===== src/rtl/piece_queue_if.sv =====
// piece_queue_if: game-control side of the piece queue
// master: the queue (takes flush/run/random/piece_ready, drives head/preview/status)
// slave : the consumer (drives flush/run/random/piece_ready, takes head/preview/status)
interface piece_queue_if #(parameter int DEPTH = 4);
  localparam int CW = $clog2(DEPTH) + 1;
  logic          flush;
  logic          run;
  logic [1:0]    random;
  logic          piece_ready;
  logic          piece_valid;
  logic [1:0]    piece_out;
  logic          next_valid;
  logic [1:0]    next_piece;
  logic [CW-1:0] count;
  logic          full;
  modport master (
    input  flush, run, random, piece_ready,
    output piece_valid, piece_out, next_valid, next_piece, count, full
  );
  modport slave (
    output flush, run, random, piece_ready,
    input  piece_valid, piece_out, next_valid, next_piece, count, full
  );
endinterface


===== src/rtl/piece_queue.sv =====
// piece_queue: buffers sampled random pieces in a FIFO with preview and optional no-repeat
// clka/restart_n: clock and async active-low reset
// bus (master): flush/run/random/piece_ready in; piece_valid/piece_out, next_valid/next_piece, count, full out
module piece_queue #(
  parameter int DEPTH     = 4,
  parameter bit NO_REPEAT = 1
) (
  input logic         clka,
  input logic         restart_n,
  piece_queue_if.master bus
);
  localparam int AW = $clog2(DEPTH);
  localparam int CW = AW + 1;
  typedef enum logic [1:0] {EMPTY, PARTIAL, FULL} state_t;
  state_t                  state_q, state_d;
  logic [DEPTH-1:0][1:0]   mem_q, mem_d;
  logic [AW-1:0]           rd_q, rd_d, wr_q, wr_d;
  logic [CW-1:0]           count_q, count_d;
  logic [1:0]              last_piece_q, last_piece_d;
  logic                    last_valid_q, last_valid_d;
  logic                    pop, push;
  logic [1:0]              sample;
  always_comb begin
    pop          = (state_q != EMPTY) & bus.piece_ready;
    push         = bus.run & ((state_q != FULL) | pop);
    // a repeat of the previous stored piece is bumped to the next index, wrapping 3 -> 0
    sample       = (NO_REPEAT && last_valid_q && bus.random == last_piece_q) ? bus.random + 2'd1 : bus.random;
    mem_d        = mem_q;
    rd_d         = rd_q;
    wr_d         = wr_q;
    count_d      = count_q;
    last_piece_d = last_piece_q;
    last_valid_d = last_valid_q;
    if (bus.flush) begin
      rd_d         = '0;
      wr_d         = '0;
      count_d      = '0;
      last_valid_d = 1'b0;
    end else begin
      if (push) begin
        mem_d[wr_q]  = sample;
        wr_d         = wr_q + AW'(1);
        last_piece_d = sample;
        last_valid_d = 1'b1;
      end
      if (pop) rd_d = rd_q + AW'(1);
      count_d = count_q + CW'(push) - CW'(pop);
    end
    state_d = (count_d == '0) ? EMPTY : (count_d == CW'(DEPTH)) ? FULL : PARTIAL;
  end
  always_ff @(posedge clka or negedge restart_n) begin
    if (!restart_n) begin
      state_q      <= EMPTY;
      mem_q        <= '0;
      rd_q         <= '0;
      wr_q         <= '0;
      count_q      <= '0;
      last_piece_q <= '0;
      last_valid_q <= 1'b0;
    end else begin
      state_q      <= state_d;
      mem_q        <= mem_d;
      rd_q         <= rd_d;
      wr_q         <= wr_d;
      count_q      <= count_d;
      last_piece_q <= last_piece_d;
      last_valid_q <= last_valid_d;
    end
  end
  logic head_valid, second_valid;
  assign head_valid      = state_q != EMPTY;
  assign second_valid    = count_q >= CW'(2);
  assign bus.piece_valid = head_valid;
  assign bus.piece_out   = head_valid ? mem_q[rd_q] : 2'd0;
  assign bus.next_valid  = second_valid;
  assign bus.next_piece  = second_valid ? mem_q[rd_q + AW'(1)] : 2'd0;
  assign bus.count       = count_q;
  assign bus.full        = state_q == FULL;
endmodule


===== src/flat_wrapper.sv =====
// flat-port wrapper written by rule: the top's interface ports become plain ports
module piece_queue_flat 
#(
  parameter int DEPTH     = 4,
  parameter bit NO_REPEAT = 1
)
  (clka, restart_n, bus_flush, bus_run, bus_random, bus_piece_ready, bus_piece_valid, bus_piece_out, bus_next_valid, bus_next_piece, bus_count, bus_full);
  piece_queue_if #(.DEPTH(DEPTH)) bus_i ();
  input logic clka;
  input logic restart_n;
  input wire logic [$bits(bus_i.flush)-1:0] bus_flush;
  input wire logic [$bits(bus_i.run)-1:0] bus_run;
  input wire logic [$bits(bus_i.random)-1:0] bus_random;
  input wire logic [$bits(bus_i.piece_ready)-1:0] bus_piece_ready;
  output wire logic [$bits(bus_i.piece_valid)-1:0] bus_piece_valid;
  output wire logic [$bits(bus_i.piece_out)-1:0] bus_piece_out;
  output wire logic [$bits(bus_i.next_valid)-1:0] bus_next_valid;
  output wire logic [$bits(bus_i.next_piece)-1:0] bus_next_piece;
  output wire logic [$bits(bus_i.count)-1:0] bus_count;
  output wire logic [$bits(bus_i.full)-1:0] bus_full;
  assign bus_i.flush = bus_flush;
  assign bus_i.run = bus_run;
  assign bus_i.random = bus_random;
  assign bus_i.piece_ready = bus_piece_ready;
  assign bus_piece_valid = bus_i.piece_valid;
  assign bus_piece_out = bus_i.piece_out;
  assign bus_next_valid = bus_i.next_valid;
  assign bus_next_piece = bus_i.next_piece;
  assign bus_count = bus_i.count;
  assign bus_full = bus_i.full;
  piece_queue #(.DEPTH(DEPTH), .NO_REPEAT(NO_REPEAT)) u_core (.clka(clka), .restart_n(restart_n), .bus(bus_i));
endmodule

===== config.mk =====
export PLATFORM = sky130hd
export DESIGN_NAME = piece_queue_flat
export DESIGN_NICKNAME = d
export VERILOG_FILES = /design/src/rtl/piece_queue_if.sv /design/src/rtl/piece_queue.sv /design/src/flat_wrapper.sv
export SDC_FILE = /design/constraint.sdc
export NUM_CORES = 1
export LEC_CHECK = 0
export ABC_AREA = 1
export CAP_MARGIN = 0
export CELL_PAD_IN_SITES_DETAIL_PLACEMENT = 1
export CELL_PAD_IN_SITES_GLOBAL_PLACEMENT = 1
export CORE_ASPECT_RATIO = 1.75
export CORE_MARGIN = 10
export CORE_UTILIZATION = 39
export CTS_CLUSTER_DIAMETER = 50
export DETAILED_ROUTE_END_ITERATION = 10
export GPL_ROUTABILITY_DRIVEN = 1
export PLACE_DENSITY = 0.78
export SLEW_MARGIN = 30
export SYNTH_ARGS = -nofsm -noshare
export SYNTH_HDL_FRONTEND = slang
export SYNTH_SLANG_ARGS = --single-unit

===== constraint.sdc =====
create_clock -name clka -period 2.5 [get_ports clka]
set_clock_uncertainty 0.15 [all_clocks]
set_input_delay 0.5 -clock clka [delete_from_list [all_inputs] [get_ports clka]]
set_output_delay 0.5 -clock clka [all_outputs]
set_load 0.03 [all_outputs]

* Word level (Yosys, flattened, before mapping)
Index checks and enable logic that the tools add are counted.
** Operators by class
- Add/sub/neg operators :: 5
- $mul :: 0
- Div/mod/pow operators :: 0
- $lt $le $gt $ge :: 5
- Eq/ne operators :: 4
- Shifts and indexed selects :: 0
- Multiplexer cells :: 19
- Bitwise gates (word level) :: 4
- Reductions and logical operators :: 7
** Operators by type and width (number)
- $mux 2 :: 12
- $lt 2x3->1 const B :: 3
- $bmux 2 s2 :: 2
- $bwmux 8 :: 1
- $add 2x1->2 const B :: 3
- $reduce_bool 2->1 :: 3
- $demux 2 s2 :: 1
- $add 3x1->3 :: 1
- $eq 3x3->1 const B :: 1
- $ge 3x2->1 const B :: 1
- $logic_not 3->1 :: 1
- $mux 3 :: 1
- $sub 3x1->3 :: 1
- $and 1x1->1 :: 2
- $eq 2x2->1 :: 1
- $eq 2x2->1 const B :: 1
- $ge 2x1->1 const B :: 1
- $logic_and 1x1->1 :: 2
- $mux 1 :: 2
- $ne 2x2->1 const B :: 1
- $reduce_and 2->1 :: 1
- $not 1->1 :: 1
- $or 1x1->1 :: 1
** Storage, ports and cells
- Register bits after elaboration :: 20
- Bits in latches :: 0
- Bits in writable memories :: 0
- Memory bits (read-only) :: 0
- Input port bits :: 7
- Output and inout port bits :: 10
- Logic and storage cells :: 54
- Memories kept :: 0

* Depth between registers and ports, before layout
Gate-level depths: netlist of the first run.
- Depth in word-level cells :: 10
- Depth in mapped cells :: 10
- Gate-level depth less buffers :: 10

* Worst setup path before layout of the first run
Ideal clock, no wire load.
- Path type :: in2reg
- Start point :: input bus_piece_ready
- End point :: register u_core.state_q[1]
- Data arrival time :: 1790 ps
- Slack :: 459 ps
- Cell stages on the path :: 8
- Path buffers :: 0
- Path through :: inv_1 nor2_2 xor2_1 ha_1 inv_1 fa_1 a21oi_1 nor4_1
** Between the ends
- Cells in the longest elaborated chain, start to end :: 9
** RTL lines
- start: declaration :: line flat_wrapper.sv:14 : input wire logic [$bits(bus_i.piece_ready)-1:0] bus_piece_ready;
- $and 1x1->1 * :: line piece_queue.sv:24 : pop = (state_q != EMPTY) & bus.piece_ready;
- $or 1x1->1 :: line piece_queue.sv:25 : push = bus.run & ((state_q != FULL) | pop);
- $and 1x1->1 :: line piece_queue.sv:25
- $add 3x1->3 :: line piece_queue.sv:47 : count_d = count_q + CW'(push) - CW'(pop);
- $sub 3x1->3 * :: line piece_queue.sv:47
- $mux 3 * :: line piece_queue.sv:34 : if (bus.flush) begin
- $eq 3x3->1 :: line piece_queue.sv:49 : state_d = (count_d == '0) ? EMPTY : (count_d == CW'(DEPTH)) ? FULL : PARTIAL;
- $mux 2 :: line piece_queue.sv:49
- $mux 2 * :: line piece_queue.sv:49
- named net u_core.state_d[1] :: line piece_queue.sv:15 : state_t state_q, state_d;
- end signal: assignment :: line piece_queue.sv:61 : state_q <= state_d;
- end: declaration :: line piece_queue.sv:15
Mark *: on every way through the listed nets, which the timed path passes. The rest lies on a longest branch.
A chain may end at the register's enable or synchronous reset.

* Worst setup path in the final report of the first run
- Start point :: register u_core.count_q[1], in the netlist u_core.bus.count[1]
- End point :: output bus_next_valid
** Between the ends
- Cells in the longest elaborated chain, start to end :: 1
** RTL lines
- start: declaration :: line piece_queue.sv:18 : logic [CW-1:0] count_q, count_d;
- start signal: assignment :: line piece_queue.sv:65 : count_q <= count_d;
- $ge 3x2->1 :: line piece_queue.sv:72 : assign second_valid = count_q >= CW'(2);
- end: declaration :: line flat_wrapper.sv:17 : output wire logic [$bits(bus_i.next_valid)-1:0] bus_next_valid;
No other way between the ends.

==> results of run 1 <==
## through the flow
stage	setup TNS (ns)	instance area, um2	instances
floorplan	0	1210	158
global placement	-0.0481	1440	219
detailed placement	-0.140	1440	219
CTS	0	1480	222
global route	-0.0282	1490	222
finish	0	1490	222
## cell usage after synthesis
| master | number | area share (%) |
|---|---|---|
| inv_1 | 24 | 7.5 |
| o21ai_2 | 2 | 1.4 |
| inv_4 | 1 | 0.52 |
| nand3_4 | 2 | 2.9 |
| nand4_1 | 5 | 2.6 |
| nor2_2 | 6 | 3.1 |
| nor2_1 | 10 | 3.1 |
| nand3_1 | 4 | 1.7 |
| nand2_2 | 1 | 0.52 |
| ha_1 | 6 | 6.2 |
| xor2_1 | 1 | 0.72 |
| buf_6 | 1 | 0.93 |
| nor3_1 | 1 | 0.41 |
| fa_1 | 1 | 1.7 |
| o21ai_0 | 3 | 1.2 |
| o211ai_1 | 3 | 1.9 |
| o21ai_1 | 4 | 1.7 |
| inv_2 | 5 | 1.6 |
| nor4_1 | 1 | 0.52 |
| nand2_1 | 49 | 15 |
| a21oi_1 | 8 | 3.3 |
| dfrtp_1 | 20 | 41 |
## critical path: stages (launching register included)
cell,delay (ns)
dfrtp_1,0.41
inv_1,0.06
ha_1,0.25
inv_1,0.08
clkdlybuf4s50_1,0.69
## flip-flops by register name, summed over array words and instances, names as in the netlist
| signal | flops |
|---|---|
| u_core.bus.count | 3 |
| u_core.last_piece_q | 2 |
| u_core.rd_q | 2 |
| u_core.last_valid_q | 1 |
| u_core.state_q | 2 |
| u_core.wr_q | 2 |
| u_core.mem_q | 8 |
## where the power goes
part	leakage (nW)	switching, mW	internal (mW)
logic	0.481	0.538	0.320
clock network	0.0216	0.107	0.107
registers	0.258	0.104	0.436
total	0.761	0.749	0.863
## how the worst max path moves through the flow
stage	startpoint	end	slack, ns	depth (start not counted)
2_1_floorplan	bus_piece_ready	u_core.state_q[1]$_DFF_PN0_	0.46	8
3_3_place_gp	bus_piece_ready	u_core.state_q[1]$_DFF_PN0_	-0.05	9
3_5_place_dp	bus_piece_ready	u_core.state_q[1]$_DFF_PN0_	-0.14	9
4_1_cts	u_core.rd_q[1]$_DFFE_PN0P_	bus_piece_out[0]	0.03	4
5_1_grt	bus_piece_ready	u_core.state_q[1]$_DFF_PN0_	-0.03	9
6_report	u_core.bus.count[1]$_DFF_PN0_	bus_next_valid	0.1	4
## what timing repair did
action / 4_1_cts / 5_1_grt
pin swaps: 0 / 3
resized for setup: 3 / 4
endpoints found under the setup margin: 3 / 2
setup buffers: 0 / 0
## cells by family (layout without fill, tap and decap cells)
| kind of cell | count (synthesis) | in the layout |
|---|---|---|
| buffers and inverters | 31 | 53 |
| AOI/OAI and AO/OA | 20 | 20 |
| DFF | 20 | 20 |
| xor gates and xnor gates | 1 | 1 |
| and+or+nand+nor | 79 | 79 |
| adders and majority gates | 7 | 7 |
## routing by layer
metal | global-route usage, % | up-vias
met5 | 0 | -
met4 | 4.68 | 0
met3 | 1.76 | 6
met2 | 25.3 | 11
met1 | 10.7 | 525
li1 | - | 539
## final cells by class
cell class              count  area, um2  share of cell area (%)
clock buffers               3       41.3                    2.78
inverters                  30        115                    7.74
multi-input cells         107        589                    39.6
flip-flops and latches     20        500                    33.6
well taps                  42       52.6                    3.53
repair buffers             20        189                    12.7
==> out/results.tsv, run 1 <==
stage	metric	value	unit
clock_network	cts_tree	yes	
setup_path	setup.worst_path.start_class	flip-flop	
die	start_util	40.8	%
route	drt_pass1_iterations	4	
layout	layout_commonest_cell	nand2_1	
setup_path	crit_type	flip-flop to output pin	
clock_network	cts.path.max_buffers	2	
synth	seq_area_frac_synth	41.4	%
layout	final_layout_size_suffix_gt1_share	14.4	%
worst_hold_path	min_to	u_core.mem_q[5]$_DFFE_PN0P_	
power_and_ir_drop	peakVddDrop	0.507	mV
synth	synthMuxAreaShare	0	%
worst_hold_path	hold_class	flip-flop to flip-flop	
worst_hold_path	whs_path_depth	2	
power_and_ir_drop	power.total	1.61	mW
clock_network	hold_buffers	0	
clock_network	cts_buffers	3	
synth	synthesis.nets	172	
run_status	status	completed	
die	io_pins	17	
global_routing	grt_pass1_wl	5.43	mm
layout	synthToLayoutAreaGrowth	23.1	%
die	die_x	62.1	um
placement	hpwl	2.69	mm
placement	place_ws	-0.140	ns
sta	max_freq	0.416	GHz
run	cap_violations	0	
synth	synthCells	158	
route	vias_per_cell	4.87	
synth	synthXorXnorAreaFrac	0.725	%
layout	fill_cells	387	
sta	maxSlewViolCount	0	
route	wire_per_inst	14.4	um
setup_path	end_kind	output pin	
setup_path	reg2reg_depth	8	
setup_path	cp_max_fo	3	
synth	synth-seq-cells	20	
clock_network	cts.sinks	20	
sta	setup_ws	0.0973	ns
clock_network	cts_max_level	1	
synth	syn_area_per_cell	7.65	um2
setup_path	worstPathRequired	1.85	ns
sta	fin_crit_sh	96.1	%
power_and_ir_drop	power_density	1080	nW/um2
placement	io_buffers	16	
sta	holdWs	0.344	ns
clock_network	cts-root-buf	clkbuf_8	
route	wl_met1	1.14	mm
setup_path	rr_endpoint	u_core.state_q[1]$_DFF_PN0_	
power_and_ir_drop	p_leak	0.761	nW
global_routing	grt-ovfl-total	0	
setup_path	critPathArrivalTime	1.75	ns
sta	worst_pin_slew	0.339	ns
global_routing	antenna_found_initial	0	
route	dr_wl_met3	43	um
die	die_h	93.6	um
global_routing	grt_pass1_vias	1243	
sta	rsz0062_at_grt	yes	
die	rows	26	
synth	syn_area	1210	um2
synth	synth-compound-area-share	9.52	%
synth	synth_warnings	0	
die	die-area	5810	um2
route	met2_wirelength	1.97	mm
route	detail-route-antenna-nets	0	
layout	mostFrequentLayoutCells	49 x nand2_1, 23 x inv_1, 20 x dfrtp_1	
global_routing	grt_usage	12.3	%
layout	n_antenna_cell	0	
clock_network	clk_pin_slew	0.07	ns
global_routing	grt_max_degree	21	
worst_hold_path	min_from	u_core.mem_q[5]$_DFFE_PN0P_	
sta	maxSlewHeadroom	77.3	%
route	highest-signal-layer	met4	
route	num_vias	1081	
route	wl	3.20	mm
sta	finalHoldViolCount	0	
route	drt_iter0_drc	21	
sta	fin_crit	2.40	ns
synth	yosys.area_share.simple	30.0	%
clock_network	insertion_delay	0.26	ns
layout	final_util	50.3	%
placement	place_congestion	0.772	
die	core	2960	um2
setup_path	regToRegSetupSlack	0.21	ns
route	drc	0	
layout	nets	196	
setup_path	timing.rr.start	u_core.state_q[1]$_DFF_PN0_	
synth	synth_top_family_by_area	simple AND/OR/NAND/NOR gates	
synth	synthAdderAreaFrac	7.87	%
synth	synth_cell_types	22	
sta	setup_viol	0	
(Power assumes the default switching activity.)
==> inputs of run 2 (changes only) <==
--- a/config.mk
+++ b/config.mk
@@ -17,4 +17,5 @@
 export GPL_ROUTABILITY_DRIVEN = 1
 export PLACE_DENSITY = 0.78
+export RECOVER_POWER = 100
 export SLEW_MARGIN = 30
 export SYNTH_ARGS = -nofsm -noshare
--- a/constraint.sdc
+++ b/constraint.sdc
@@ -3,3 +3,3 @@
 set_input_delay 0.5 -clock clka [delete_from_list [all_inputs] [get_ports clka]]
 set_output_delay 0.5 -clock clka [all_outputs]
-set_load 0.03 [all_outputs]
+set_load 0.005 [all_outputs]
==> out/results.tsv, run 2 (synthesis results as in run 1) <==
stage	metric	value	unit
run	cap_violations	0	
setup_path	timing.rr.start	u_core.state_q[1]$_DFF_PN0_	
route	detail-route-antenna-nets	0	
die	die_h	93.6	um
setup_path	regToRegSetupSlack	0.27	ns
power_and_ir_drop	peakVddDrop	0.463	mV
clock_network	cts.sinks	20	
layout	layout_commonest_cell	nand2_1	
global_routing	grt_pass1_wl	5.43	mm
placement	place_congestion	0.772	
setup_path	critPathArrivalTime	1.73	ns
power_and_ir_drop	power.total	1.47	mW
sta	fin_crit	2.38	ns
worst_hold_path	min_to	u_core.mem_q[5]$_DFFE_PN0P_	
run_status	status	completed	
route	drc	0	
setup_path	cp_max_fo	6	
die	start_util	40.8	%
route	drt_pass1_iterations	4	
clock_network	cts.path.max_buffers	2	
setup_path	worstPathRequired	1.85	ns
route	drt_iter0_drc	12	
die	die_x	62.1	um
clock_network	hold_buffers	0	
layout	largest_register_ffs	8	
route	num_vias	1087	
layout	final_layout_size_suffix_gt1_share	10.6	%
die	die-area	5810	um2
layout	nets	196	
sta	maxSlewHeadroom	24.9	%
global_routing	grt_max_degree	21	
global_routing	grt-ovfl-total	0	
placement	hpwl	2.69	mm
clock_network	cts-root-buf	clkbuf_8	
setup_path	reg2reg_depth	8	
sta	setup_viol	0	
layout	mostFrequentLayoutCells	49 x nand2_1, 24 x inv_1, 20 x dfrtp_1	
clock_network	cts_max_level	1	
layout	fin_cells	222	
clock_network	clk_pin_slew	0.07	ns
setup_path	rr_endpoint	u_core.state_q[1]$_DFF_PN0_	
route	wl	3.21	mm
global_routing	antenna_found_initial	0	
worst_hold_path	hold_class	flip-flop to flip-flop	
layout	n_antenna_cell	0	
die	io_pins	17	
worst_hold_path	min_from	u_core.mem_q[5]$_DFFE_PN0P_	
sta	worst_pin_slew	1.13	ns
layout	top_register	u_core.mem_q	
clock_network	cts.repair_timing.setup_buffer_count	0	
placement	io_buffers	16	
placement	postPlaceCellArea	1440	um2
placement	place_inst	219	
route	wire_per_inst	14.5	um
power_and_ir_drop	power_density	998	nW/um2
setup_path	setup.worst_path.start_class	flip-flop	
setup_path	crit_type	flip-flop to output pin	
sta	finalHoldViolCount	0	
route	vias_per_cell	4.90	
clock_network	cts_tree	yes	
layout	stdcell_area	1470	um2
die	rows	26	
global_routing	grt_pass1_vias	1243	
sta	maxSlewViolCount	0	
power_and_ir_drop	p_leak	0.755	nW
setup_path	end_kind	output pin	
global_routing	grt_usage	12.3	%
sta	max_freq	0.420	GHz
clock_network	cts_buffers	3	
worst_hold_path	whs_path_depth	2	
sta	fin_crit_sh	95.2	%
die	core	2960	um2
layout	synthToLayoutAreaGrowth	21.6	%
clock_network	insertion_delay	0.26	ns
-- run 2: cell types whose count changed in the layout (fill, tap and decap cells not counted), moves of 2 or more --
cell / delta
dlygate4sd3_1: +8
clkdlybuf4s50_1: -5
nor2_1: +4
nor2_2: -4
dlygate4sd2_1: -3
inv_2: -2
o21ai_0: +2
-- run 2: metal layers --
| layer | vias to the layer above | part of all wire [%] | track usage [%] |
|---|---|---|---|
| li1 | 539 | - | - |
| met1 | 531 | 36 | 10.7 |
| met2 | 11 | 61 | 25.3 |
| met3 | 6 | 1.3 | 1.76 |
| met4 | 0 | 1.7 | 4.68 |
| met5 | - | 0 | 0 |
-- run 2: stage by stage --
step | utilization (%) | hold slack [ns] | setup TNS, ns | setup slack [ns]
after floorplan | - | 0.0544 | 0 | 0.460
after global placement | 48.6 | 0.318 | -0.0481 | -0.0481
after detailed placement | 48.6 | 0.329 | -0.140 | -0.140
after CTS | 50.0 | 0.348 | 0 | 0.0727
after global routing | 49.7 | 0.365 | -0.0292 | -0.0292
final | 49.7 | 0.339 | 0 | 0.119
-- run 2: what timing repair did --
action,CTS,global route
gates resized for setup,0,7
setup endpoints to repair,0,3
hold endpoints to repair,0,0
-- run 2: cell type report --
| class | count | area [um2] |
|---|---|---|
| sequential | 20 | 500 |
| inverter | 30 | 116 |
| timing repair buffer | 20 | 189 |
| fill | 393 | 1490 |
| multi-input combinational | 107 | 571 |
| tap | 42 | 52.6 |
| clock buffer | 3 | 41.3 |
-- run 2: worst max path at each step --
| stage | from | to | slack, ns |
|---|---|---|---|
| after floorplan | bus_piece_ready | u_core.state_q[1]$_DFF_PN0_ | 0.46 |
| after global placement | bus_piece_ready | u_core.state_q[1]$_DFF_PN0_ | -0.05 |
| after detailed placement | bus_piece_ready | u_core.state_q[1]$_DFF_PN0_ | -0.14 |
| after CTS | u_core.rd_q[0]$_DFFE_PN0P_ | bus_next_piece[0] | 0.07 |
| after global routing | bus_piece_ready | u_core.state_q[1]$_DFF_PN0_ | -0.03 |
| final | u_core.rd_q[1]$_DFFE_PN0P_ | bus_piece_out[1] | 0.12 |
-- run 2: where the power goes --
part           internal [mW]  switching (mW)  total (mW)
registers              0.436           0.106       0.542
logic                  0.321           0.390       0.712
clock network          0.107           0.107       0.214
-- run 2: critical path: stages, from the launching register on --
cell and delay, ns:
dfrtp_1 0.46, inv_1 0.15, a21oi_1 0.15, o21ai_1 0.08, a21oi_1 0.13, clkdlybuf4s50_1 0.52
==> inputs of run 3 (changes only) <==
GPL_ROUTABILITY_DRIVEN = not set   (was 1)
==> results of run 3 <==
The final DEF is identical to that of run 2; final timing and power are the same.
